===== src/rtl/commit_arbiter.sv =====
// ---------------------------------------------------------------------------
// commit_arbiter
//
// Merges NUM_INPUTS commit streams (ALU, LSU, FPU, SFU, ...) into a single
// commit stream toward writeback / scoreboard release.
//
// Arbitration is round-robin with a packet lock. A multi-beat commit (sop..eop)
// from one requester is never interleaved with beats from another requester.
// The merged stream is registered through a 2-entry skid buffer. As a result,
// out_ready has no combinational path to in_ready.
//
// Beat layout: bit 0 = eop, bit 1 = sop. All other bits pass through untouched.
//
// Optional feature, enabled by defining COMMIT_ARBITER_PERF_EN:
//   This adds parameter PERF_CTR_BITS and output perf_stall_cycles.
//   perf_stall_cycles counts the cycles in which some requester is valid but
//   no input beat is accepted. The count wraps on overflow.
//
// Ports:
//   clk                clock
//   reset              synchronous active-high reset
//   in_valid  [N]      per-requester beat valid
//   in_data   [N*DW]   requester i occupies bits [i*DW +: DW]
//   in_ready  [N]      per-requester accept
//   out_valid          merged commit valid
//   out_data  [DW]     merged commit beat, unmodified
//   out_ready          downstream accept
//   out_sel   [SEL_W]  index of the requester that produced out_data
//   perf_stall_cycles  stall counter (COMMIT_ARBITER_PERF_EN only)
// ---------------------------------------------------------------------------
module commit_arbiter #(
  parameter int NUM_INPUTS    = 4,
  parameter int DATA_WIDTH    = 128,
`ifdef COMMIT_ARBITER_PERF_EN
  parameter int PERF_CTR_BITS = 44,
`endif
  localparam int SEL_W = (NUM_INPUTS > 1) ? $clog2(NUM_INPUTS) : 1
) (
  input  logic                             clk,
  input  logic                             reset,
  input  logic [NUM_INPUTS-1:0]            in_valid,
  input  logic [NUM_INPUTS*DATA_WIDTH-1:0] in_data,
  output logic [NUM_INPUTS-1:0]            in_ready,
  output logic                             out_valid,
  output logic [DATA_WIDTH-1:0]            out_data,
  input  logic                             out_ready,
`ifdef COMMIT_ARBITER_PERF_EN
  output logic [PERF_CTR_BITS-1:0]         perf_stall_cycles,
`endif
  output logic [SEL_W-1:0]                 out_sel
);

  typedef enum logic {S_OPEN, S_LOCKED} lock_state_t;

  lock_state_t           state_q, state_d;
  logic [SEL_W-1:0]      owner_q;
  logic [SEL_W-1:0]      rr_q;
  logic [SEL_W-1:0]      grant_idx;
  logic [SEL_W-1:0]      cand;
  logic                  grant_found;
  logic                  has_space_q;
  logic                  in_fire;
  logic                  out_fire;
  logic [DATA_WIDTH-1:0] in_beats [NUM_INPUTS];
  logic [DATA_WIDTH-1:0] beat;

  // Skid buffer: a 2-entry circular store. The head entry drives the output.
  logic [DATA_WIDTH-1:0] buf_data [2];
  logic [SEL_W-1:0]      buf_sel  [2];
  logic                  wr_ptr_q, rd_ptr_q;
  logic [1:0]            count_q, count_d;

  always_comb begin
    for (int i = 0; i < NUM_INPUTS; i++) begin
      in_beats[i] = in_data[i*DATA_WIDTH +: DATA_WIDTH];
    end
  end

  // ---- lock FSM: state register ----
  // NOTE: clocked state is written with non-blocking assignments only.
  // This keeps every flop reading the pre-edge values of the other flops.
  always_ff @(posedge clk) begin
    if (reset) state_q <= S_OPEN;
    else       state_q <= state_d;
  end

  // ---- lock FSM: next state ----
  // While locked, only the owner can fire, so an accepted eop always comes
  // from the owner and releases the lock.
  always_comb begin
    // NOTE: every combinational output gets a default before any branch.
    // Without the default, a path that skips the assignment would infer a latch.
    state_d = state_q;
    if (in_fire) state_d = beat[0] ? S_OPEN : S_LOCKED;
  end

  // ---- lock FSM: outputs (grant / accept) ----
  always_comb begin
    grant_idx   = '0;
    grant_found = 1'b0;
    cand        = '0;
    if (state_q == S_LOCKED) begin
      grant_idx   = owner_q;
      grant_found = in_valid[owner_q];
    end else begin
      // Scan downward so the requester closest to the pointer wins last.
      for (int k = NUM_INPUTS - 1; k >= 0; k--) begin
        cand = SEL_W'((int'(rr_q) + k) % NUM_INPUTS);
        if (in_valid[cand]) begin
          grant_idx   = cand;
          grant_found = 1'b1;
        end
      end
    end
    // Acceptance is suppressed while reset is asserted. Any beat written in
    // that cycle would be discarded, so upstream must not treat it as taken.
    in_fire             = grant_found & has_space_q & ~reset;
    in_ready            = '0;
    in_ready[grant_idx] = in_fire;
  end

  assign beat      = in_beats[grant_idx];
  assign out_valid = (count_q != 2'd0);
  assign out_fire  = out_valid & out_ready;
  assign out_data  = buf_data[rd_ptr_q];
  assign out_sel   = buf_sel[rd_ptr_q];

  assign count_d = count_q + {1'b0, in_fire} - {1'b0, out_fire};

  // ---- datapath, pointer and skid buffer ----
  always_ff @(posedge clk) begin
    if (reset) begin
      count_q     <= 2'd0;
      has_space_q <= 1'b1;
      wr_ptr_q    <= 1'b0;
      rd_ptr_q    <= 1'b0;
      rr_q        <= '0;
      owner_q     <= '0;
      // NOTE: the two storage entries are reset on purpose.
      // out_data and out_sel must read zero after reset.
      // The storage is only two entries, so clearing it is cheap.
      for (int e = 0; e < 2; e++) begin
        buf_data[e] <= '0;
        buf_sel[e]  <= '0;
      end
    end else begin
      count_q <= count_d;
      // Space is registered from the next occupancy. This keeps out_ready off
      // the in_ready path while still allowing simultaneous push and pop at
      // occupancy 1.
      has_space_q <= (count_d != 2'd2);
      if (in_fire) begin
        buf_data[wr_ptr_q] <= beat;
        buf_sel[wr_ptr_q]  <= grant_idx;
        wr_ptr_q           <= ~wr_ptr_q;
        if (!beat[0]) begin
          owner_q <= grant_idx;
        end else begin
          rr_q <= (int'(grant_idx) == NUM_INPUTS - 1) ? '0 : grant_idx + 1'b1;
        end
      end
      if (out_fire) rd_ptr_q <= ~rd_ptr_q;
    end
  end

`ifdef COMMIT_ARBITER_PERF_EN
  always_ff @(posedge clk) begin
    if (reset) perf_stall_cycles <= '0;
    else if ((|in_valid) && !in_fire) perf_stall_cycles <= perf_stall_cycles + 1'b1;
  end
`else
  // No stall accounting in this build.
`endif

endmodule

===== config.mk =====
export PLATFORM = sky130hd
export DESIGN_NAME = commit_arbiter
export DESIGN_NICKNAME = d
export VERILOG_FILES = /design/src/rtl/commit_arbiter.sv
export SDC_FILE = /design/constraint.sdc
export NUM_CORES = 1
export LEC_CHECK = 0
export BUFFER_PORTS_ARGS = -buffer_cell sky130_fd_sc_hd__buf_2
export CORE_AREA = 2 2 258 260
export DETAILED_ROUTE_END_ITERATION = 10
export DIE_AREA = 0 0 260 262
export SETUP_SLACK_MARGIN = 0.15
export SYNTH_ARGS = -nofsm -noshare
export SYNTH_HDL_FRONTEND = slang
export SYNTH_SLANG_ARGS = --single-unit

===== constraint.sdc =====
create_clock -name clk -period 4.6 [get_ports clk]
set_input_delay 0.23 -clock clk [delete_from_list [all_inputs] [get_ports clk]]
set_output_delay 0.23 -clock clk [all_outputs]
set_load 0.01 [all_outputs]

==> results of run 1 <==
how the worst max path moves through the flow:
stage,to,cells after the start,startpoint
after floorplan,buf_data[0][0],7,owner_q[1]
after global placement,buf_data[0][55],6,owner_q[1]
after detailed placement,buf_data[0][55],6,owner_q[1]
after CTS,buf_data[0][57],6,owner_q[1]
after global routing,buf_data[0][51],7,state_q
final,buf_data[0][57],7,state_q
metrics by stage:
stage	worst slack, ns	power, W
CTS	1.30	0.0122
floorplan	1.25	0.00822
global route	1.06	0.0128
finish	1.33	0.0120
global placement	1.40	0.00965
detailed placement	1.31	0.00979
layer usage:
metal  part of all wire  vias up  GRT usage
met5            0.00022        -          0
met4              0.035        2     0.0498
met3              0.078       68     0.0280
met2               0.53      444      0.237
met1               0.36     5538      0.135
li1                   -     5652          -
area by class of cell:
type                       instances  share of cell area
tap                              864              0.0521
multi-input combinational        843               0.340
clock inverter                    18             0.00935
inverter                           7             0.00151
timing repair buffer             674               0.171
antenna                            2            0.000241
sequential                       271               0.387
clock buffer                      36              0.0383
cells by family (layout without fill, tap and decap cells):
kind of cell,Yosys count,count (layout)
xor gates and xnor gates,3,3
AOI/OAI and AO/OA,12,12
buffers and inverters,96,735
muxes,515,515
other,0,2
and+or+nand+nor,307,307
DFF,271,271
adders and majority gates,6,6
where the power goes:
| part | internal [W] | switching [W] | total (W) |
|---|---|---|---|
| sequential | 0.00365 | 0.000198 | 0.00385 |
| clock | 0.00145 | 0.000969 | 0.00241 |
| combinational | 0.00269 | 0.00308 | 0.00577 |
| total | 0.00779 | 0.00425 | 0.0120 |
critical path, cell delays in order, from the launching register on:
cell,delay [ns]
dfxtp_1,0.49
nor2_1,0.10
nand2_1,0.09
o22ai_1,0.11
nor3b_2,0.77
nand2b_4,0.60
nand2b_4,0.30
buf_12,0.30
registers in the layout, summed over array words and instances, names as in the netlist, named ones only:
| name | count |
|---|---|
| count_q | 2 |
| owner_q | 2 |
| buf_data | 256 |
| state_q | 1 |
| rd_ptr_q | 1 |
| wr_ptr_q | 1 |
| rr_q | 2 |
| has_space_q | 1 |
| buf_sel | 4 |
repair_timing:
| item | CTS | global route |
|---|---|---|
| hold buffers | 1 | 0 |
| hold endpoints to repair | 4 | 0 |
| buffers inserted | 0 | 0 |
cell usage in the layout, fill, tap and decap left out, drive strengths merged, types with 2 or more instances in the layout:
cell type  instances
a31oi              2
and2               6
and2b              2
buf              673
bufinv             4
clkbuf            36
clkinv            11
clkinvlp           2
dfxtp             11
diode              2
edfxtp           260
ha                 6
inv                8
mux2             259
mux2i            255
nand2              7
nand2b             6
nand3              2
nor2             268
nor2b              5
nor4               2
o21ai              2
or2                2
xnor2              2
==> results.toml, run 1 <==
[status]
status = "completed"

[floorplanning]
die_area_sq_um = 68100
pin_count = 654
initial_core_util = 0.243
core_sq_um = 65300
rows = 94
dieHeight_um = 262
die_x_um = 260

[layout]
area_growth_pct = 30.8
finish.instance_area_sq_um = 20700
finalCoreUtilization = 0.318
n_fill_cell = 6678
ff_latch_area_sq_um = 8030
nets = 2352
final_layout_size_suffix_gt1_frac = 0.542
multi_input_area_sq_um = 7050
finalNonFillerCells = 2715

[cts]
clk_pin_slew_worst_paths_ns = 0.06
htreeDepth = 1
cts_buffers = 30
cts.path.max_buffers = 3
cts_tree = "built"
clock_latency_ns = 0.57
cts_root_buffer = "clkbuf_16"
clkSinkCount = 271
cts_resized = 0

[global_route]
grt_first_pass_wirelength_um = 66400
grt_pass1_vias = 12091
grt_overflow_total = 0
grtUsageTotal = 0.126
grt_max_degree = 112
antenna_found_initial = 3

[setup_path]
crit_fanout = 70
crit_type = "register to register"
endpoint_kind = "register"
cp-start-kind = "register"
regToRegEndpoint = "buf_data[0][57]"
ff2ff_path_depth = 7
reg2reg_from = "state_q"
regToRegSetupSlack_ns = 1.33
cp.arrival_ns = 3.47
required_ns = 4.80

[sta]
worst_pin_slew_ns = 0.933
finalCritPeriodShare = 0.710
slew_viol_final = 0
hold_violations = 0
setup_viol = 0
fmax_mhz = 306
timing.final.crit_period_ns = 3.27
rsz0062_at_grt = "no"
final.setup.tns_ns = 0
finalHoldWorstSlack_ns = 0.115
skew_ns = 0.0112
maxSlewHeadroom = 0.375

[logic_synthesis]
muxShareOfSynthArea = 0.347
ys_seq_elements = 271
synth_fa_ha_area_frac = 0.00473
synth_top_family_by_area = "multiplexers"
synth_top_cell_area_share = 0.492
synthFlopType = "edfxtp_1"
synth_area_leaders = "edfxtp_1, mux2_2, mux2i_1"
yosysWarnings = 0
synth-compound-area-share = 0.00623
synthDistinctLibCells = 51
synthSimpleGateAreaFrac = 0.0820
syn_avg_cell_area_sq_um = 13.1
ys_seq_area_frac = 0.506
netlist_top_cells_count = "edfxtp_1, nor2_1, mux2i_1"
yosysMostFrequentCell = "edfxtp_1"
synth_edf_count = 260
synth_cells = 1210
synth_top_area_cell = "edfxtp_1"
syn_area_sq_um = 15900
async_reset_ff_frac = 0
synth-xor-area-share = 0.00166
synth_nets = 1735

[place]
numPortBuffers = 653
placedInstanceArea_sq_um = 19700
place_congestion = 0.946
place_inst = 2658
dpl.hpwl_um = 34600

[drt]
via_per_inst = 4.31
vias = 11704
drcViolationCount = 0
drt-initial-drc-count = 364
dr.pass1.iters = 4
wire_per_inst_um = 16.9
wirelength_um = 45800
detail-route-antenna-nets = 0

[min_path]
holdCritStartpoint = "in_data[384]"
holdPathEnd = "owner_q[1]"
hold_path.class = "input port to register"
min_path_cells = 4

[pwr]
irDropWorstVdd_mv = 0.307
p_per_area_nw_per_um2 = 580
cellLeakagePower_nw = 9.87

[run]
cap_violations = 0
No activity file was read; power rests on OpenSTA's default activity.
==> inputs of run 2 (changes only) <==
==> constraint.sdc (replaced) <==
create_clock -name clk -period 3.4 [get_ports clk]
set_input_delay 0.17 -clock clk [delete_from_list [all_inputs] [get_ports clk]]
set_output_delay 0.17 -clock clk [all_outputs]
set_load 0.01 [all_outputs]
==> run 2 against run 1 <==
Critical path type is now register to output pin. Setup slack got worse by 0.71 ns. Register-to-register slack got worse by 0.67 ns. Final cell count increased by 1.3%.
==> results.toml, run 2 (synthesis results as in run 1) <==
[drt]
drt-initial-drc-count = 448
drcViolationCount = 0
vias = 11960
dr.pass1.iters = 4
via_per_inst = 4.35
wire_per_inst_um = 17.0
detail-route-antenna-nets = 0
wirelength_um = 46800

[pwr]
irDropWorstVdd_mv = 0.404
p_per_area_nw_per_um2 = 783
cellLeakagePower_nw = 10.1

[place]
placedInstanceArea_sq_um = 20100
numPortBuffers = 653
place_congestion = 0.917
dpl.hpwl_um = 34600

[sta]
finalCritPeriodShare = 0.818
skew_ns = 0.0165
setup_viol = 0
final.setup.tns_ns = 0
rsz0062_at_grt = "no"
fmax_mhz = 360
slew_viol_final = 0
timing.final.crit_period_ns = 2.78
hold_violations = 0
worst_pin_slew_ns = 0.826
maxSlewHeadroom = 0.449

[layout]
largest_reg_flops = 256
finish.instance_area_sq_um = 21100
nets = 2386
largest-register = "buf_data"
n_fill_cell = 6588
finalCoreUtilization = 0.323
final_layout_size_suffix_gt1_frac = 0.551
num_antenna_cells = 0
area_growth_pct = 32.9
layout_common_cells = "buf_2, edfxtp_1, nor2_1, mux2i_1, mux2_2"
final_common_cell = "buf_2"
reg.largest.list = "buf_data: 256 flops, buf_sel: 4 flops"

[cts]
clk_pin_slew_worst_paths_ns = 0.06
cts_root_buffer = "clkbuf_16"
clock_latency_ns = 0.57
cts_resized = 0
post_cts_buffers = 0
htreeDepth = 1
cts_buffers = 31
cts.path.max_buffers = 3
clkSinkCount = 271
cts_tree = "built"
cts.hold.buffers_added = 1

[floorplanning]
die_area_sq_um = 68100
die_x_um = 260
core_sq_um = 65300
dieHeight_um = 262
pin_count = 654
rows = 94
initial_core_util = 0.243

[setup_path]
cp.arrival_ns = 2.61
required_ns = 3.23
crit_fanout = 56
regToRegSetupSlack_ns = 0.66
cp-start-kind = "register"
ff2ff_path_depth = 8
regToRegEndpoint = "buf_data[0][52]"
reg2reg_from = "state_q"
endpoint_kind = "output pin"
crit_type = "register to output pin"

[global_route]
grt_first_pass_wirelength_um = 68400
grt_overflow_total = 0
grtUsageTotal = 0.128
antenna_found_initial = 1
grt_pass1_vias = 12618
grt_max_degree = 132

[min_path]
holdCritStartpoint = "in_data[384]"
hold_path.class = "input port to register"
min_path_cells = 4
holdPathEnd = "owner_q[1]"

[run]
cap_violations = 0

[status]
status = "completed"
## run 2: changes by cell type in the layout (fill, tap and decap cells not counted), sizes merged
cell	delta
buf	+33
bufinv	-1
clkbuf	-3
clkinv	+7
diode	-2
## run 2: layout make-up
type	instances	area, sq um	area share
flip-flops and latches	271	8030	0.381
well taps	864	1080	0.0513
multi-input cells	843	7050	0.334
repair buffers	707	3900	0.185
inverters	7	31.3	0.00148
clock buffers	33	783	0.0372
clock inverters	24	196	0.00932
## run 2: per-stage QoR
stage          worst slack [ns]  std cells  hold WS [ns]  power (W)
2_1_floorplan             0.762       1210         0.274     0.0111
3_3_place_gp              0.885       2691         0.497     0.0132
3_5_place_dp              0.732       2691         0.504     0.0134
4_1_cts                   0.506       2749       0.00457     0.0168
5_1_grt                   0.372       2749        0.0781     0.0175
6_report                  0.620       2749        0.0511     0.0165
## run 2: where the power goes
group / leakage [nW] / total [W] / internal (W) / switching (W)
combinational: 6.75 / 0.00798 / 0.00386 / 0.00412
sequential: 2.84 / 0.00526 / 0.00494 / 0.000323
clock: 0.481 / 0.00326 / 0.00188 / 0.00138
## run 2: how the worst max path moves through the flow
stage	cells after the start	startpoint	endpoint	slack [ns]
final	7	rr_q[0]	in_ready[3]	0.62
after global routing	7	rr_q[0]	in_ready[3]	0.37
after CTS	7	rr_q[0]	in_ready[3]	0.51
after detailed placement	8	state_q	buf_data[1][52]	0.73
after global placement	8	state_q	buf_data[0][55]	0.88
after floorplan	7	owner_q[1]	buf_data[0][0]	0.76
## run 2: worst max-delay path, cell delays in order, from the launching register on
cell and delay [ns]:
dfxtp_1 0.35, and2b_1 0.22, o21ai_1 0.16, nand3_2 0.24
inv_6 0.52, ha_1 0.28, and2_1 0.12, buf_2 0.14
## run 2: routing by layer
layer / up-vias / routed length, um / GRT usage
met1: 5692 / 17500 / 0.141
li1: 5724 / - / -
met2: 456 / 24500 / 0.241
met5: - / 13 / 0
met4: 2 / 1410 / 0.0449
met3: 86 / 3450 / 0.0285
==> inputs of run 3 (changes only) <==
--- a/config.mk
+++ b/config.mk
@@ -5,10 +5,11 @@
 export SDC_FILE = /design/constraint.sdc
 export NUM_CORES = 1
 export LEC_CHECK = 0
+export ABC_AREA = 1
 export BUFFER_PORTS_ARGS = -buffer_cell sky130_fd_sc_hd__buf_2
-export CORE_AREA = 2 2 258 260
+export CORE_AREA = 2 2 254 256
 export DETAILED_ROUTE_END_ITERATION = 10
-export DIE_AREA = 0 0 260 262
+export DIE_AREA = 0 0 256 258
 export SETUP_SLACK_MARGIN = 0.15
 export SYNTH_ARGS = -nofsm -noshare
 export SYNTH_HDL_FRONTEND = slang
==> constraint.sdc (replaced) <==
create_clock -name clk -period 2.3 [get_ports clk]
set_input_delay 0.115 -clock clk [delete_from_list [all_inputs] [get_ports clk]]
set_output_delay 0.115 -clock clk [all_outputs]
set_load 0.01 [all_outputs]
==> run 3 against run 2 <==
Clock power is 44% higher. Sequential share of layout area is 8.0 points lower. Combinational power grew to 3.3 times the previous value. Highest routed layer unchanged. The flow now finishes with violations (negative setup slack).
==> results.toml, run 3 <==
[status]
status = "finished, violations left"
failed_checks = "negative setup slack"

[setup_path]
required_ns = 2.18
cp-start-kind = "register"
ff2ff_path_depth = 14
crit_fanout = 5
cpMostUsedCell = "buf_6"
max_stage_delay_ns = 0.36
regToRegSetupSlack_ns = -0.15
reg2reg_from = "rr_q[0]"
endpoint_kind = "output pin"
critical_path.cell_chain = "buf_6, o21ai_4, nand2_2, nand3_2, nand2_1, nand2_1, nand3_2, nand2_4, buf_12, buf_6, ha_4, inv_2, nor2_4, buf_6"
crit_type = "register to output pin"
cp.arrival_ns = 2.39
regToRegEndpoint = "buf_data[1][56]"
critPathSlowestCell = "dfxtp_4"

[layout]
reg.largest.list = "buf_data: 256 flops, buf_sel: 4 flops"
largest_reg_flops = 256
final_layout_size_suffix_gt1_frac = 0.381
final_common_cell = "buf_2"
area_growth_pct = 73.7
nets = 3448
largest-register = "buf_data"
finalNonFillerCells = 3804
layout_common_cells = "buf_2, nand2_1, dlygate4sd3_1, nor2_1, edfxtp_1"
n_fill_cell = 5995
finalCoreUtilization = 0.419
finish.instance_area_sq_um = 26700

[place]
place_congestion = 0.909
place_inst = 3319
pre_cts_slack_ns = -0.0569
dpl.hpwl_um = 43500
numPortBuffers = 653
placedInstanceArea_sq_um = 20600

[cts]
clkSinkCount = 271
cts_tree = "built"
cts_root_buffer = "clkbuf_16"
clock_latency_ns = 0.58
cts.path.max_buffers = 3
cts_buffers = 30
clk_pin_slew_worst_paths_ns = 0.06
htreeDepth = 1

[sta]
rsz0062_at_grt = "yes"
fmax_mhz = 399
finalCritPeriodShare = 1.09
final.setup.tns_ns = -11.81
timing.final.crit_period_ns = 2.51
hold_violations = 0
setup_viol = 151
slew_viol_final = 0
skew_ns = 0.0168
fin_ws_ns = -0.206
maxSlewHeadroom = 0.712
worst_pin_slew_ns = 0.432

[logic_synthesis]
yosysMostFrequentCell = "nand2_1"
syn_area_sq_um = 15400
synthDistinctLibCells = 27
netlist_top_cells_count = "nand2_1, nand3_1, nor2_1"
synthFlopType = "edfxtp_1"
ys_seq_elements = 271
yosysWarnings = 0
synth_top_cell_area_share = 0.508
async_reset_ff_frac = 0
ys_seq_area_frac = 0.523
synth_nets = 2337
syn_avg_cell_area_sq_um = 8.48
synth_cells = 1812
synth_top_area_cell = "edfxtp_1"
synth_area_leaders = "edfxtp_1, nand2_1, mux2_2"
synth_edf_count = 260

[floorplanning]
core_sq_um = 63600
initial_core_util = 0.241
pin_count = 654
die_x_um = 256
dieHeight_um = 258
rows = 93
die_area_sq_um = 66000

[global_route]
grtUsageTotal = 0.194
antenna_found_initial = 6
grt_pass1_vias = 18036
grt_overflow_total = 0
grt_max_degree = 67
grt_first_pass_wirelength_um = 100000

[min_path]
min_path_cells = 5
hold_path.class = "input port to register"
holdPathEnd = "buf_data[1][112]"
holdCritStartpoint = "in_data[112]"

[pwr]
cellLeakagePower_nw = 12.4
p_per_area_nw_per_um2 = 1460
irDropWorstVdd_mv = 1.02

[run]
cap_violations = 0

[drt]
vias = 17731
via_per_inst = 4.66
wirelength_um = 68400
drcViolationCount = 0
drt-initial-drc-count = 1505
wire_per_inst_um = 18.0
dr.pass1.iters = 8
detail-route-antenna-nets = 0
-- run 3: cell types whose count changed after synthesis, moves of 8 or more --
cell	previous run	this run
nand3_1	1	274
mux2i_1	255	0
inv_1	5	29
clkbuf_1	32	42
buf_4	2	10
nor2_1	257	272
nand2_1	7	674
buf_1	3	21
mux2_2	252	130
buf_12	22	0
nor2_2	11	0
buf_2	19	53
-- run 3: cell type report --
cell class / count / area, sq um / area share
Sequential cell: 271 / 8040 / 0.301
Timing Repair Buffer: 1207 / 9340 / 0.350
Antenna cell: 3 / 7.51 / 0.000281
Clock buffer: 41 / 853 / 0.0320
Clock inverter: 14 / 108 / 0.00403
Multi-Input combinational cell: 1381 / 7130 / 0.267
Tap cell: 855 / 1070 / 0.0401
Inverter: 32 / 138 / 0.00516
-- run 3: how the worst max path moves through the flow --
stage                            to  slack [ns]  startpoint  cells past startpoint
CTS                     in_ready[1]       -0.25     rr_q[0]                     12
global route            in_ready[0]       -0.31     rr_q[0]                     13
floorplan            buf_data[0][0]        0.13     rr_q[0]                     10
finish                  in_ready[0]       -0.21     rr_q[0]                     14
global placement    buf_data[1][21]       -0.10     rr_q[1]                     10
detailed placement  buf_data[1][21]       -0.06     rr_q[1]                     10
-- run 3: timing repair --
action | CTS | global route
endpoints found under the hold margin | 231 | 0
buffers inserted | 26 | 2
endpoints found under the setup margin | 460 | 516
pin swaps | 53 | 26
gates cloned | 11 | 3
hold buffers | 385 | 0
gates resized for setup | 105 | 71
-- run 3: where the power goes --
| group | internal, W | total, W | switching [W] | leakage (nW) |
|---|---|---|---|---|
| Combinational | 0.0110 | 0.0262 | 0.0151 | 9.07 |
| Clock | 0.00269 | 0.00468 | 0.00199 | 0.456 |
| Sequential | 0.00774 | 0.00813 | 0.000392 | 2.84 |
-- run 3: cell families (layout without fill, tap and decap cells) --
logic type,Yosys count,count (layout),synth area share
and+or+nand+nor,1224,1224,0.322
DFF,271,271,0.523
buffers and inverters,160,1294,0.0468
muxes,130,130,0.0953
AOI/OAI and AO/OA,19,19,0.00700
adders and majority gates,6,6,0.00489
xor gates and xnor gates,2,2,0.00114
other,0,3,0
-- run 3: worst max-delay path, delay by kind of cell (launching register included) --
family	cells	cell delay, ns
fa+ha+maj	1	0.11
buf+inv	5	0.53
flops	1	0.36
compound gates	1	0.17
simple gates	7	0.63
-- run 3: metal layers --
layer,GRT usage,share of wire
met1,0.220,0.37
met5,0,0.00018
met2,0.330,0.48
met3,0.0404,0.079
met4,0.130,0.072
-- run 3: metrics by stage --
step | total power [W] | hold WS (ns)
CTS | 0.0378 | 0.000174
global placement | 0.0293 | 0.295
global route | 0.0415 | 0.0202
detailed placement | 0.0293 | 0.307
finish | 0.0390 | 0.0134
floorplan | 0.0206 | 0.187
